File: config.mk
export PLATFORM = sky130hd
export DESIGN_NAME = cordic_vectoring_core
export DESIGN_NICKNAME = d
export VERILOG_FILES = /design/src/rtl/cordic_vectoring_core.sv
export SDC_FILE = /design/constraint.sdc
export NUM_CORES = 1
export LEC_CHECK = 0
export BUFFER_PORTS_ARGS = -buffer_cell sky130_fd_sc_hd__buf_4
export CAP_MARGIN = 0
export CORE_ASPECT_RATIO = 1.5
export CORE_MARGIN = 5
export CORE_UTILIZATION = 60
export DETAILED_ROUTE_END_ITERATION = 12
export PLACE_DENSITY = 0.84
export SLEW_MARGIN = 20
export SYNTH_ARGS = -nofsm -noshare
export SYNTH_HDL_FRONTEND = slang
export SYNTH_SLANG_ARGS = --single-unit
File: constraint.sdc
create_clock -name clk -period 7.85 [get_ports clk]
set_input_delay 1.57 -clock clk [delete_from_list [all_inputs] [get_ports clk]]
set_output_delay 1.57 -clock clk [all_outputs]
set_load 0.005 [all_outputs]
File: src/rtl/cordic_vectoring_core.sv
// Iterative CORDIC vectoring engine: rotates (x, y) onto the +x axis one micro-rotation per clock,
// returning the gain-scaled magnitude and the accumulated phase as a signed binary angle.
//
// state | meaning
// IDLE  | waiting for start; inputs pre-rotated into the right half-plane on acceptance
// ITER  | one micro-rotation per cycle, counter i = 0..ITERATIONS-1
// DONE  | one-cycle done pulse; magnitude/angle were registered on entry
module cordic_vectoring_core #(
    parameter int WORD_WIDTH  = 16,
    parameter int ANGLE_WIDTH = 16,
    parameter int ITERATIONS  = 12
) (
    input  logic                          clk,
    input  logic                          rst_n,
    input  logic                          start,
    input  logic signed [WORD_WIDTH-1:0]  x_in,
    input  logic signed [WORD_WIDTH-1:0]  y_in,
    output logic                          busy,
    output logic                          done,
    output logic signed [WORD_WIDTH+1:0]  magnitude,
    output logic signed [ANGLE_WIDTH-1:0] angle
);

    localparam int XW = WORD_WIDTH + 2;
    localparam int CW = $clog2(ITERATIONS + 1);
    localparam logic [CW-1:0] LAST_ITER = CW'(ITERATIONS - 1);
    localparam logic signed [ANGLE_WIDTH-1:0] QUARTER     = {2'b01, {(ANGLE_WIDTH-2){1'b0}}};
    localparam logic signed [ANGLE_WIDTH-1:0] NEG_QUARTER = {2'b11, {(ANGLE_WIDTH-2){1'b0}}};

    typedef enum logic [1:0] {
        IDLE = 2'd0,
        ITER = 2'd1,
        DONE = 2'd2
    } state_t;

    state_t state_q, state_d;

    logic signed [XW-1:0]          x_q, x_d, y_q, y_d;
    logic signed [ANGLE_WIDTH-1:0] z_q, z_d;
    logic [CW-1:0]                 cnt_q, cnt_d;
    logic                          zero_q, zero_d;
    logic signed [XW-1:0]          mag_q, mag_d;
    logic signed [ANGLE_WIDTH-1:0] ang_q, ang_d;

    logic signed [XW-1:0]          x_ext, y_ext;
    logic signed [XW-1:0]          x_sh, y_sh, x_rot, y_rot;
    logic signed [ANGLE_WIDTH-1:0] atan_i, z_rot;

    // arctan(2^-i) in binary-angle units, rescaled for angle widths other than 16
    function automatic logic signed [ANGLE_WIDTH-1:0] atan_lut(input int idx);
        int base;
        case (idx)
            0:       base = 8192;
            1:       base = 4836;
            2:       base = 2555;
            3:       base = 1297;
            4:       base = 651;
            5:       base = 326;
            6:       base = 163;
            7:       base = 81;
            8:       base = 41;
            9:       base = 20;
            10:      base = 10;
            11:      base = 5;
            default: base = 0;
        endcase
        if (ANGLE_WIDTH >= 16) begin
            return ANGLE_WIDTH'(base <<< (ANGLE_WIDTH - 16));
        end else begin
            return ANGLE_WIDTH'(base >>> (16 - ANGLE_WIDTH));
        end
    endfunction

    // widen before any negation so the most negative input negates cleanly
    assign x_ext = {{2{x_in[WORD_WIDTH-1]}}, x_in};
    assign y_ext = {{2{y_in[WORD_WIDTH-1]}}, y_in};

    always_comb begin
        x_sh   = x_q >>> cnt_q;
        y_sh   = y_q >>> cnt_q;
        atan_i = atan_lut(int'(cnt_q));
        if (y_q[XW-1]) begin
            x_rot = x_q - y_sh;
            y_rot = y_q + x_sh;
            z_rot = z_q - atan_i;
        end else begin
            x_rot = x_q + y_sh;
            y_rot = y_q - x_sh;
            z_rot = z_q + atan_i;
        end
    end

    always_comb begin
        state_d = state_q;
        x_d     = x_q;
        y_d     = y_q;
        z_d     = z_q;
        cnt_d   = cnt_q;
        zero_d  = zero_q;
        mag_d   = mag_q;
        ang_d   = ang_q;
        case (state_q)
            IDLE: begin
                if (start) begin
                    state_d = ITER;
                    cnt_d   = '0;
                    zero_d  = (x_in == '0) && (y_in == '0);
                    if (!x_in[WORD_WIDTH-1]) begin
                        x_d = x_ext;
                        y_d = y_ext;
                        z_d = '0;
                    end else if (!y_in[WORD_WIDTH-1]) begin
                        x_d = y_ext;
                        y_d = -x_ext;
                        z_d = QUARTER;
                    end else begin
                        x_d = -y_ext;
                        y_d = x_ext;
                        z_d = NEG_QUARTER;
                    end
                end
            end
            ITER: begin
                x_d   = x_rot;
                y_d   = y_rot;
                z_d   = z_rot;
                cnt_d = cnt_q + CW'(1);
                if (cnt_q == LAST_ITER) begin
                    state_d = DONE;
                    mag_d   = zero_q ? '0 : x_rot;
                    ang_d   = zero_q ? '0 : z_rot;
                end
            end
            DONE: begin
                state_d = IDLE;
            end
            default: begin
                state_d = IDLE;
            end
        endcase
    end

    always_ff @(posedge clk or negedge rst_n) begin
        if (!rst_n) begin
            state_q <= IDLE;
            x_q     <= '0;
            y_q     <= '0;
            z_q     <= '0;
            cnt_q   <= '0;
            zero_q  <= 1'b0;
            mag_q   <= '0;
            ang_q   <= '0;
        end else begin
            state_q <= state_d;
            x_q     <= x_d;
            y_q     <= y_d;
            z_q     <= z_d;
            cnt_q   <= cnt_d;
            zero_q  <= zero_d;
            mag_q   <= mag_d;
            ang_q   <= ang_d;
        end
    end

    assign busy      = (state_q == ITER);
    assign done      = (state_q == DONE);
    assign magnitude = mag_q;
    assign angle     = ang_q;

endmodule

== Word level (Yosys, flattened, before mapping) ==
Memories as Yosys holds them, arrays and structs flattened.
Cells that the tools add are included.
Widths: inputs -> output; s select.

* Register bits: 93
* Bits in read-only memories: 224
* Input bits: 35
* Output and inout bits: 36
* Logic and storage cells: 56
* Memories: 1

* Add/sub/neg operators: 9
* Equality and inequality tests: 5
* Shifts and indexed selects: 2
* Mux-type cells: 22
* Reduce and logical (&&, ||, !) cells: 9

{| class="wikitable"
|+ Memory list
! memory !! depth !! width !! read ports !! clocked after memory_dff !! write ports !! line !! source
|-
| (no name shown) || 16 || 14 || 1 || 0 || 0 || 52 || <nowiki>case (idx)</nowiki>
|}

{| class="wikitable"
|+ Operator list
! cell !! count
|-
| $mux 18 || 9
|-
| $mux 16 || 5
|-
| $pmux 18 s2 || 2
|-
| $add 18x18->18 || 2
|-
| $neg 16->18 || 2
|-
| $sshr 18x4->18 || 2
|-
| $sub 18x18->18 || 2
|-
| $logic_not 16->1 || 2
|-
| $pmux 16 s2 || 1
|-
| $add 16x16->16 || 1
|-
| $sub 16x16->16 || 1
|-
| $pmux 4 s2 || 1
|-
| $reduce_and 2->1 || 4
|-
| $add 4x1->4 const B || 1
|-
| $eq 4x4->1 const B || 1
|-
| $mux 2 || 2
|-
| $mux 4 || 1
|-
| $pmux 2 s2 || 1
|-
| $eq 2x1->1 const B || 1
|-
| $eq 2x2->1 const B || 1
|-
| $logic_not 2->1 || 1
|-
| $ne 2x1->1 const B || 1
|-
| $ne 2x2->1 const B || 1
|-
| $reduce_bool 2->1 || 1
|-
| $logic_and 1x1->1 || 1
|}

== Depth between registers and ports, before layout ==
Gate-level depths: netlist of run 1.

* Depth after elaboration: 5
* Depth in mapped cells: 26
* Depth with buffers taken out: 21

== Worst setup path after synthesis of run 1 ==
No wires, ideal clock.

* Path kind: register to register
* Start point: register cnt_q[3]
* End point: register mag_q[17] (netlist: magnitude[17])
* Setup time: 0.065 ns
* Arrival time: 5.188 ns
* Required time: 7.785 ns
* Slack: 2.597 ns
* Cell stages (with the launch flop): 21
* Buffers on the path: 6
* Period minus slack after synthesis: 5.253 ns
* Cell sequence: dfrtp_1 clkbuf_1 buf_1 clkbuf_1 clkbuf_1 clkbuf_1 clkbuf_1 o21ai_0 ha_1 a21o_1 inv_1 ha_1 nor2b_1 o21a_1 a311oi_1 o31ai_1 a31oi_1 a21oi_1 or3_2 a2111oi_2 a211o_1

* Cells in the longest elaborated chain, start to end: 4
* Elaborated cells on any way between the ends: 7
* Classes of those cells: add/sub (2); eq/ne (1); shift (1); mux (2); reduce/logical (1)

{| class="wikitable"
|+ Ends and longest elaborated chain
! element !! line !! source
|-
| start, declared || 40 || <nowiki>logic [CW-1:0] cnt_q, cnt_d;</nowiki>
|-
| start signal, assigned || 158 || <nowiki>cnt_q <= cnt_d;</nowiki>
|-
| $sshr 18x4->18 || 80 || <nowiki>y_sh = y_q >>> cnt_q;</nowiki>
|-
| $add 18x18->18 or $sub 18x18->18 (tied branches) || 87, 83 ||
|-
| $mux 18 || 82 || <nowiki>if (y_q[XW-1]) begin</nowiki>
|-
| $mux 18 || 130 || <nowiki>mag_d = zero_q ? '0 : x_rot;</nowiki>
|-
| end signal, assigned || 160 || <nowiki>mag_q <= mag_d;</nowiki>
|-
| end, declared || 42 || <nowiki>logic signed [XW-1:0] mag_q, mag_d;</nowiki>
|}

Several ways; a longest one is shown, not always the timed one.
A chain may end at the register's enable or synchronous reset.

== Worst setup path after layout of run 1 ==
* Start point: register cnt_q[2]
* End point: register mag_q[17] (netlist: magnitude[17])

The elaborated chain is that of the path after synthesis.

==> insert_results.sql, run 1 <==
INSERT INTO impl_metrics (metric_group, metric, value, unit) VALUES
('global_route', 'antenna_violations_before_repair', '0', ''),
('synthesis', 'synthesized_area_fraction_occupied_by_and_or_nand_nor_cells', '16.6', '%'),
('timing', 'final.setup_skew', '11.0', 'ps'),
('synthesis', 'largest_family_of_logic_cells_by_synthesized_area', 'compound AO/OA/AOI/OAI gates', ''),
('detailed_routing', 'finalWirelength', '29700', 'um'),
('timing', 'fin_tns_setup', '0', 'ps'),
('die', 'coreArea', '16200', 'um^2'),
('setup_path', 'worstSetupEndpointType', 'flop', ''),
('clocking', 'clock_path_buffers', '2', ''),
('synthesis', 'postSynthRegisterBits', '93', ''),
('die', 'die_y', '167', 'um'),
('clocking', 'cts.repair_timing.setup_buffer_count', '0', ''),
('synthesis', 'synthesis.instances', '1199', ''),
('die', 'fp.dieW', '115', 'um'),
('die', 'io-pin-count', '71', ''),
('synthesis', 'syn_nets', '1297', ''),
('synthesis', 'postSynth.asyncResetShare', '100', '%'),
('clocking', 'cts.reportedPaths.clkPinSlew', '80', 'ps'),
('final_layout', 'num-nets-final', '1314', ''),
('synthesis', 'synth_edf_count', '0', ''),
('timing', 'post-route-min-period', '6210', 'ps'),
('die', 'die_area', '19200', 'um^2'),
('synthesis', 'yosysUniqueCellTypes', '79', ''),
('setup_path', 'worstPathMaxFanout', '24', ''),
('clocking', 'clock_sink_count', '93', ''),
('clocking', 'cts_tree', 'built', ''),
('setup_path', 'reg2reg_slack', '1640', 'ps'),
('die', 'floorplan.rows', '57', ''),
('place', 'placement.io_buffers', '70', ''),
('worst_hold_path', 'hold-path-cell-count', '2', ''),
('timing', 'max_freq', '161', 'MHz'),
('clocking', 'later_pin_clock_latency_in_the_skew_report', '370', 'ps'),
('detailed_routing', 'firstDrtPassIters', '7', ''),
('place', 'gp_routability_congestion', '0.971', ''),
('global_route', 'grt_pass1_wl', '47500', 'um'),
('global_route', 'grt.overflow.total', '0', ''),
('synthesis', 'synthMuxAreaShare', '12.5', '%'),
('detailed_routing', 'via_count', '9541', ''),
('synthesis', 'dominantRegCellSynth', 'sky130_fd_sc_hd__dfrtp_1', ''),
('timing', 'hold_viol_final', '0', ''),
('final_layout', 'fraction_of_final_layout_cells_with_drive_strength_greater_than_1', '13.9', '%'),
('synthesis', 'syn-mean-instance-area', '8.24', 'um^2'),
('clocking', 'clockRootBuffer', 'sky130_fd_sc_hd__clkbuf_16', ''),
('timing', 'report.final.setup_viol', '0', ''),
('worst_hold_path', 'min-delay-path-class', 'reg2reg', ''),
('timing', 'timing_worst_slew_pin_value', '1030', 'ps'),
('detailed_routing', 'drc_errors', '0', ''),
('detailed_routing', 'route.antenna.remaining_nets', '0', ''),
('timing', 'layout_worst_path_cycle_share', '79.1', '%'),
('final_layout', 'layout-area-overhead-vs-synth', '8.69', '%'),
('clocking', 'htree_levels', '3', ''),
('synthesis', 'synthAdderAreaFrac', '8.21', '%'),
('timing', 'max_slew_margin', '31.4', '%'),
('clocking', 'cts_hold_bufs', '0', ''),
('setup_path', 'critical_path.startpoint_type', 'flop', ''),
('final_layout', 'final-seq-area', '2330', 'um^2'),
('clocking', 'cts_resized', '0', ''),
('global_route', 'first_global_vias', '9245', ''),
('synthesis', 'synth_area_in_compound_gates', '25.2', '%'),
('setup_path', 'critPathArrivalTime', '6510', 'ps'),
('synthesis', 'xor_xnor_portion_of_the_synthesized_cell_area', '9.04', '%'),
('final_layout', 'multiInputGateArea', '7060', 'um^2'),
('timing', 'final-max-slew-violation-count', '0', ''),
('global_route', 'global_route.usage.total', '31.0', '%'),
('run', 'max_capacitance_violation_count', '0', ''),
('synthesis', 'yosys_warns', '0', ''),
('timing', 'grt_setup_unrepaired', 'no', ''),
('die', 'initial_core_util', '61.0', '%'),
('detailed_routing', 'vias_per_cell', '6.69', ''),
('detailed_routing', 'wl_per_cell', '20.8', 'um'),
('synthesis', 'post_synth_instance_area', '9880', 'um^2'),
('clocking', 'cts_inserted_buffers', '9', ''),
('status', 'outcome', 'finished, final reports clean', ''),
('setup_path', 'worstRegToRegCells', '17', ''),
('place', 'dp_hpwl', '22600', 'um'),
('final_layout', 'antenna_cells', '0', ''),
('final_layout', 'fill_count', '1399', ''),
('detailed_routing', 'detail_route.iter0.violations', '923', ''),
('setup_path', 'worstPathRequired', '8160', 'ps'),
('global_route', 'grt_start_max_net_pins', '66', ''),
('synthesis', 'proportion_of_synthesized_chip_area_in_sequential_cells', '23.6', '%'),
('setup_path', 'setup_cp_type', 'reg2reg', '');
[metrics by stage]
stage          util (%)  hold WS (ps)  std cells  area (um^2)  setup slack (ps)
3_3_place_gp       64.4           454       1411        10400              2010
5_1_grt            66.3           498       1427        10700              1250
4_1_cts            66.3           485       1427        10700              1720
6_report           66.3           482       1427        10700              1640
3_5_place_dp       64.4           467       1411        10400              1850
2_1_floorplan         -           463       1199         9880              2600
[cells in the final DEF (no fill, tap or decap), drive strengths merged, types with 8 or more instances in the layout]
cell type	instances
o21a	9
nand3	31
a31oi	21
clkbuf	9
inv	43
a21oi	88
a211oi	39
nand2	108
o21ai	93
nand2b	11
a22o	18
nor3	28
a22oi	13
nor2	107
nor2b	13
mux2i	48
or2	11
xnor2	58
mux4	20
o31ai	16
xor2	44
dfrtp	93
o211ai	8
ha	60
a21o	18
and2	10
buf	82
mux2	26
[critical path: stages, from the launching register on]
cell and delay [ps]:
sky130_fd_sc_hd__dfrtp_1 800, sky130_fd_sc_hd__clkinv_1 920, sky130_fd_sc_hd__mux4_2 850, sky130_fd_sc_hd__nand2_1 90, sky130_fd_sc_hd__o21ai_0 130, sky130_fd_sc_hd__ha_1 330
sky130_fd_sc_hd__a21o_1 200, sky130_fd_sc_hd__inv_1 70, sky130_fd_sc_hd__ha_1 210, sky130_fd_sc_hd__nor2b_1 130, sky130_fd_sc_hd__o21a_1 220, sky130_fd_sc_hd__a311oi_1 440
sky130_fd_sc_hd__o31ai_1 190, sky130_fd_sc_hd__a31oi_1 310, sky130_fd_sc_hd__a21oi_1 150, sky130_fd_sc_hd__or3_2 540, sky130_fd_sc_hd__a2111oi_2 390, sky130_fd_sc_hd__a211o_1 150
[per-layer routing]
| metal | share of wire (%) | track usage (%) | vias up |
|---|---|---|---|
| li1 | - | - | 4437 |
| met1 | 36 | 36.0 | 4521 |
| met2 | 49 | 51.2 | 441 |
| met3 | 6.2 | 4.62 | 142 |
| met4 | 8.2 | 22.6 | 0 |
| met5 | 0 | 0 | - |
[synthesized netlist by cell type, types with 6 or more instances]
cell type / instances / area share [%]
sky130_fd_sc_hd__nand2_1: 108 / 4.1
sky130_fd_sc_hd__o211ai_1: 8 / 0.61
sky130_fd_sc_hd__a211oi_1: 39 / 3.0
sky130_fd_sc_hd__or2_2: 11 / 0.70
sky130_fd_sc_hd__buf_1: 8 / 0.30
sky130_fd_sc_hd__mux2_2: 24 / 2.7
sky130_fd_sc_hd__xnor2_1: 58 / 5.1
sky130_fd_sc_hd__and3_1: 6 / 0.38
sky130_fd_sc_hd__inv_1: 38 / 1.4
sky130_fd_sc_hd__and2_1: 10 / 0.63
sky130_fd_sc_hd__nor2b_1: 13 / 0.82
sky130_fd_sc_hd__ha_1: 60 / 7.6
sky130_fd_sc_hd__nor3_1: 28 / 1.4
sky130_fd_sc_hd__a22o_1: 18 / 1.6
sky130_fd_sc_hd__o221ai_1: 6 / 0.53
sky130_fd_sc_hd__o31ai_1: 16 / 1.2
sky130_fd_sc_hd__xor2_1: 44 / 3.9
sky130_fd_sc_hd__mux2i_1: 48 / 4.9
sky130_fd_sc_hd__a22oi_1: 13 / 0.99
sky130_fd_sc_hd__nand2b_1: 11 / 0.70
sky130_fd_sc_hd__a221o_1: 7 / 0.71
sky130_fd_sc_hd__nand3_1: 31 / 1.6
sky130_fd_sc_hd__a21o_1: 18 / 1.4
sky130_fd_sc_hd__a21oi_1: 88 / 4.5
sky130_fd_sc_hd__o21ai_0: 90 / 4.6
sky130_fd_sc_hd__a31oi_1: 20 / 1.3
sky130_fd_sc_hd__nor2_1: 107 / 4.1
sky130_fd_sc_hd__dfrtp_1: 93 / 24
sky130_fd_sc_hd__o21a_1: 9 / 0.68
sky130_fd_sc_hd__mux4_2: 19 / 4.3
sky130_fd_sc_hd__clkbuf_1: 57 / 2.2
[logic make-up (layout without fill, tap and decap cells)]
group,count (synthesis),after routing
AO/OA/AOI/OAI,380,380
XOR/XNOR,102,102
adder cells (fa/ha/maj),63,63
buffers and inverters,118,140
flip-flops,93,93
multiplexers,94,94
AND/OR/NAND/NOR,349,349
[sequential cells by signal, indices dropped and copies added (netlist names)]
signal / cells
zero_q: 1
cnt_q: 4
y_q: 18
angle: 16
z_q: 16
x_q: 18
magnitude: 18
state_q: 2
[layout make-up]
class / count / share of cell area (%)
inverters: 42 / 1.47
clock inverters: 7 / 0.827
flip-flops and latches: 93 / 21.7
multi-input cells: 988 / 65.8
clock buffers: 9 / 2.10
repair buffers: 82 / 5.73
well taps: 206 / 2.40
[final timing paths]
check,startpoint,end
max reg2reg,cnt_q[2],magnitude[17]
min,magnitude[2],magnitude[2]
min reg2reg,magnitude[2],magnitude[2]
min in group asynchronous,rst_n,angle[15]
max,cnt_q[2],magnitude[17]
max in group asynchronous,rst_n,cnt_q[0]
Power of run 1 is left out: the tool's default activity adds up to more than one toggle a clock period on the data nets, which glitch-free logic cannot reach.
==> inputs of run 2 (changes only) <==
Settings changed: ABC_AREA from default to 1.
Clock period 7.85 ns to 5.9 ns, I/O delays scaled along.
==> insert_results.sql, run 2 <==
INSERT INTO impl_metrics (metric_group, metric, value, unit) VALUES
('detailed_routing', 'drc_errors', '0', ''),
('synthesis', 'largest_family_of_logic_cells_by_synthesized_area', 'simple AND/OR/NAND/NOR gates', ''),
('place', 'dp_hpwl', '25300', 'um'),
('setup_path', 'critPathArrivalTime', '5070', 'ps'),
('place', 'placed_cell_area', '10400', 'um^2'),
('clocking', 'clockRootBuffer', 'sky130_fd_sc_hd__clkbuf_16', ''),
('clocking', 'cts_inserted_buffers', '9', ''),
('synthesis', 'synth_edf_count', '0', ''),
('timing', 'final.setup_skew', '9.86', 'ps'),
('die', 'coreArea', '16200', 'um^2'),
('synthesis', 'dominantRegCellSynth', 'sky130_fd_sc_hd__dfrtp_1', ''),
('synthesis', 'syn-mean-instance-area', '6.44', 'um^2'),
('die', 'initial_core_util', '60.8', '%'),
('setup_path', 'setup_cp_type', 'reg2reg', ''),
('synthesis', 'syn_nets', '1627', ''),
('timing', 'max_slew_margin', '29.1', '%'),
('detailed_routing', 'vias_per_cell', '6.14', ''),
('synthesis', 'synth_area_in_compound_gates', '19.3', '%'),
('final_layout', 'layout_commonest_cell', 'sky130_fd_sc_hd__nand2_1', ''),
('worst_hold_path', 'whs_endpoint', 'angle[2]', ''),
('setup_path', 'critical_path.most_common_cell', 'sky130_fd_sc_hd__nand2_1', ''),
('detailed_routing', 'finalWirelength', '32500', 'um'),
('clocking', 'clock_path_buffers', '2', ''),
('setup_path', 'worstSetupEndpointType', 'flop', ''),
('final_layout', 'num-nets-final', '1654', ''),
('synthesis', 'postSynth.asyncResetShare', '100', '%'),
('final_layout', 'antenna_cells', '0', ''),
('synthesis', 'postSynthRegisterBits', '93', ''),
('synthesis', 'synthTopCellsByArea', 'sky130_fd_sc_hd__dfrtp_1, sky130_fd_sc_hd__nand2_1, sky130_fd_sc_hd__nand3_1', ''),
('detailed_routing', 'route.antenna.remaining_nets', '0', ''),
('worst_hold_path', 'timing.hold.worst.start', 'angle[2]', ''),
('synthesis', 'synthesized_area_fraction_occupied_by_and_or_nand_nor_cells', '34.3', '%'),
('setup_path', 'rr_startpoint', 'cnt_q[0]', ''),
('synthesis', 'synth.most_common_cell', 'sky130_fd_sc_hd__nand2_1', ''),
('die', 'die_area', '19100', 'um^2'),
('synthesis', 'synthesis.instances', '1529', ''),
('clocking', 'clock_sink_count', '93', ''),
('clocking', 'later_pin_clock_latency_in_the_skew_report', '360', 'ps'),
('worst_hold_path', 'hold-path-cell-count', '2', ''),
('final_layout', 'mostFrequentLayoutCells', 'sky130_fd_sc_hd__nand2_1, sky130_fd_sc_hd__nand3_1, sky130_fd_sc_hd__o21ai_0', ''),
('global_route', 'grt.overflow.total', '0', ''),
('timing', 'report.final.setup_viol', '0', ''),
('clocking', 'htree_levels', '3', ''),
('synthesis', 'yosys_warns', '0', ''),
('setup_path', 'crit_family', 'simple AND/OR/NAND/NOR gates', ''),
('setup_path', 'timing.critical_path.slowest_stage_cell', 'sky130_fd_sc_hd__dfrtp_1', ''),
('synthesis', 'synthMuxAreaShare', '0.254', '%'),
('setup_path', 'worstPathRequired', '6150', 'ps'),
('detailed_routing', 'wl_per_cell', '18.4', 'um'),
('final_layout', 'layout-area-overhead-vs-synth', '8.39', '%'),
('synthesis', 'synthTopCellsByCount', 'sky130_fd_sc_hd__nand2_1, sky130_fd_sc_hd__nand3_1, sky130_fd_sc_hd__o21ai_0', ''),
('timing', 'max_freq', '207', 'MHz'),
('clocking', 'cts.reportedPaths.clkPinSlew', '70', 'ps'),
('global_route', 'grt_start_max_net_pins', '51', ''),
('detailed_routing', 'via_count', '10800', ''),
('timing', 'fin_tns_setup', '0', 'ps'),
('run', 'max_capacitance_violation_count', '0', ''),
('synthesis', 'xor_xnor_portion_of_the_synthesized_cell_area', '5.61', '%'),
('timing', 'hold_viol_final', '0', ''),
('synthesis', 'yosysUniqueCellTypes', '56', ''),
('setup_path', 'critical_path.cell_chain', 'inv_4 -> ha_1 -> nor2_1 -> a22oi_2 -> ha_1 -> inv_1 -> nor3_1 -> nand2_1 -> nor2_1 -> inv_1 -> nand2_1 -> xor2_1 -> inv_1 -> ha_1 -> nand2_1 -> nor3_1 -> nand4_1 -> o21ai_0 -> nand2_1 -> a32o_1', ''),
('global_route', 'grt_pass1_wl', '52900', 'um'),
('timing', 'layout_worst_path_cycle_share', '81.7', '%'),
('die', 'io-pin-count', '71', ''),
('setup_path', 'worstPathMaxFanout', '33', ''),
('timing', 'grt_setup_unrepaired', 'no', ''),
('clocking', 'cts_resized', '0', ''),
('die', 'floorplan.rows', '57', ''),
('global_route', 'first_global_vias', '10500', ''),
('timing', 'timing_worst_slew_pin_value', '1060', 'ps'),
('final_layout', 'fraction_of_final_layout_cells_with_drive_strength_greater_than_1', '9.48', '%'),
('die', 'fp.dieW', '115', 'um'),
('detailed_routing', 'detail_route.iter0.violations', '950', ''),
('clocking', 'cts_hold_bufs', '0', ''),
('timing', 'post-route-min-period', '4820', 'ps'),
('die', 'die_y', '167', 'um'),
('place', 'placement.io_buffers', '70', ''),
('synthesis', 'netlist.area_leader.share', '23.6', '%'),
('setup_path', 'reg2reg_slack', '1080', 'ps'),
('timing', 'hold_slack_final', '486', 'ps'),
('clocking', 'cts_tree', 'built', ''),
('synthesis', 'synth_area_leader_cell', 'sky130_fd_sc_hd__dfrtp_1', ''),
('worst_hold_path', 'min-delay-path-class', 'reg2reg', ''),
('final_layout', 'finalInstanceArea', '10700', 'um^2'),
('clocking', 'cts.repair_timing.setup_buffer_count', '0', ''),
('synthesis', 'post_synth_instance_area', '9840', 'um^2'),
('setup_path', 'critical_path.max_stage_delay', '890', 'ps'),
('global_route', 'global_route.usage.total', '34.3', '%'),
('setup_path', 'critical_path.startpoint_type', 'flop', ''),
('setup_path', 'r2r-end', 'angle[14]', ''),
('synthesis', 'proportion_of_synthesized_chip_area_in_sequential_cells', '23.6', '%'),
('timing', 'final-max-slew-violation-count', '0', ''),
('status', 'outcome', 'finished, final reports clean', ''),
('synthesis', 'synthAdderAreaFrac', '8.24', '%'),
('global_route', 'antenna_violations_before_repair', '0', ''),
('setup_path', 'critical_path.n_buffers_inverters', '4', ''),
('detailed_routing', 'firstDrtPassIters', '5', ''),
('setup_path', 'worstRegToRegCells', '20', ''),
('final_layout', 'fill_count', '1571', ''),
('place', 'gp_routability_congestion', '1.05', '');
run 2: cell count changes after synthesis, moves of 24 or more:
| cell | previous run | this run |
|---|---|---|
| sky130_fd_sc_hd__nand2_1 | 108 | 440 |
| sky130_fd_sc_hd__nand3_1 | 31 | 176 |
| sky130_fd_sc_hd__inv_1 | 38 | 123 |
| sky130_fd_sc_hd__mux2i_1 | 48 | 1 |
| sky130_fd_sc_hd__a211oi_1 | 39 | 2 |
| sky130_fd_sc_hd__o21ai_0 | 90 | 124 |
| sky130_fd_sc_hd__xnor2_1 | 58 | 24 |
| sky130_fd_sc_hd__mux2_2 | 24 | 0 |
run 2: metrics by stage:
step / setup slack [ps] / cells / utilization, %
6_report: 1080 / 1767 / 65.9
5_1_grt: 691 / 1767 / 65.9
4_1_cts: 1150 / 1767 / 65.9
3_5_place_dp: 1200 / 1751 / 64.0
3_3_place_gp: 1270 / 1751 / 64.0
2_1_floorplan: 2370 / 1529 / -
run 2: routing by layer:
layer  wire (um)  vias up  GRT usage, %
li1            -     5234             -
met1       12400     5052          39.9
met2       16100      445          59.0
met3        1870      118          4.57
met4        2240        0          20.3
met5           0        -             0
run 2: cell type report:
type | count | area (um^2) | area share, %
clock buffer | 9 | 225 | 2.11
clock inverter | 7 | 77.6 | 0.727
inverter | 135 | 512 | 4.80
multi-input combinational | 1237 | 6670 | 62.5
sequential | 93 | 2330 | 21.8
tap | 206 | 258 | 2.42
timing repair buffer | 80 | 601 | 5.63
run 2: worst max path at each step:
| stage | from | endpoint | slack, ps | cells after the start |
|---|---|---|---|---|
| after floorplan | cnt_q[1] | z_q[12] | 2370 | 17 |
| after global placement | cnt_q[0] | angle[14] | 1270 | 20 |
| after detailed placement | cnt_q[0] | angle[14] | 1200 | 20 |
| after CTS | cnt_q[0] | angle[14] | 1150 | 20 |
| after global routing | cnt_q[0] | angle[14] | 690 | 20 |
| final | cnt_q[0] | angle[14] | 1080 | 20 |
run 2: kinds of logic (layout without fill, tap and decap cells):
family / count (synthesis) / count (layout)
DFF: 93 / 93
adders and majority gates: 63 / 63
xor gates and xnor gates: 63 / 63
buffers and inverters: 199 / 231
AOI/OAI and AO/OA: 326 / 326
and+or+nand+nor: 783 / 783
muxes: 2 / 2
run 2: worst min-delay path, stage by stage (launching register included):
cell and delay, ps:
sky130_fd_sc_hd__dfrtp_1 340, sky130_fd_sc_hd__nand2_1 50, sky130_fd_sc_hd__o21ai_0 60
Power of run 2 is left out for the same reason.
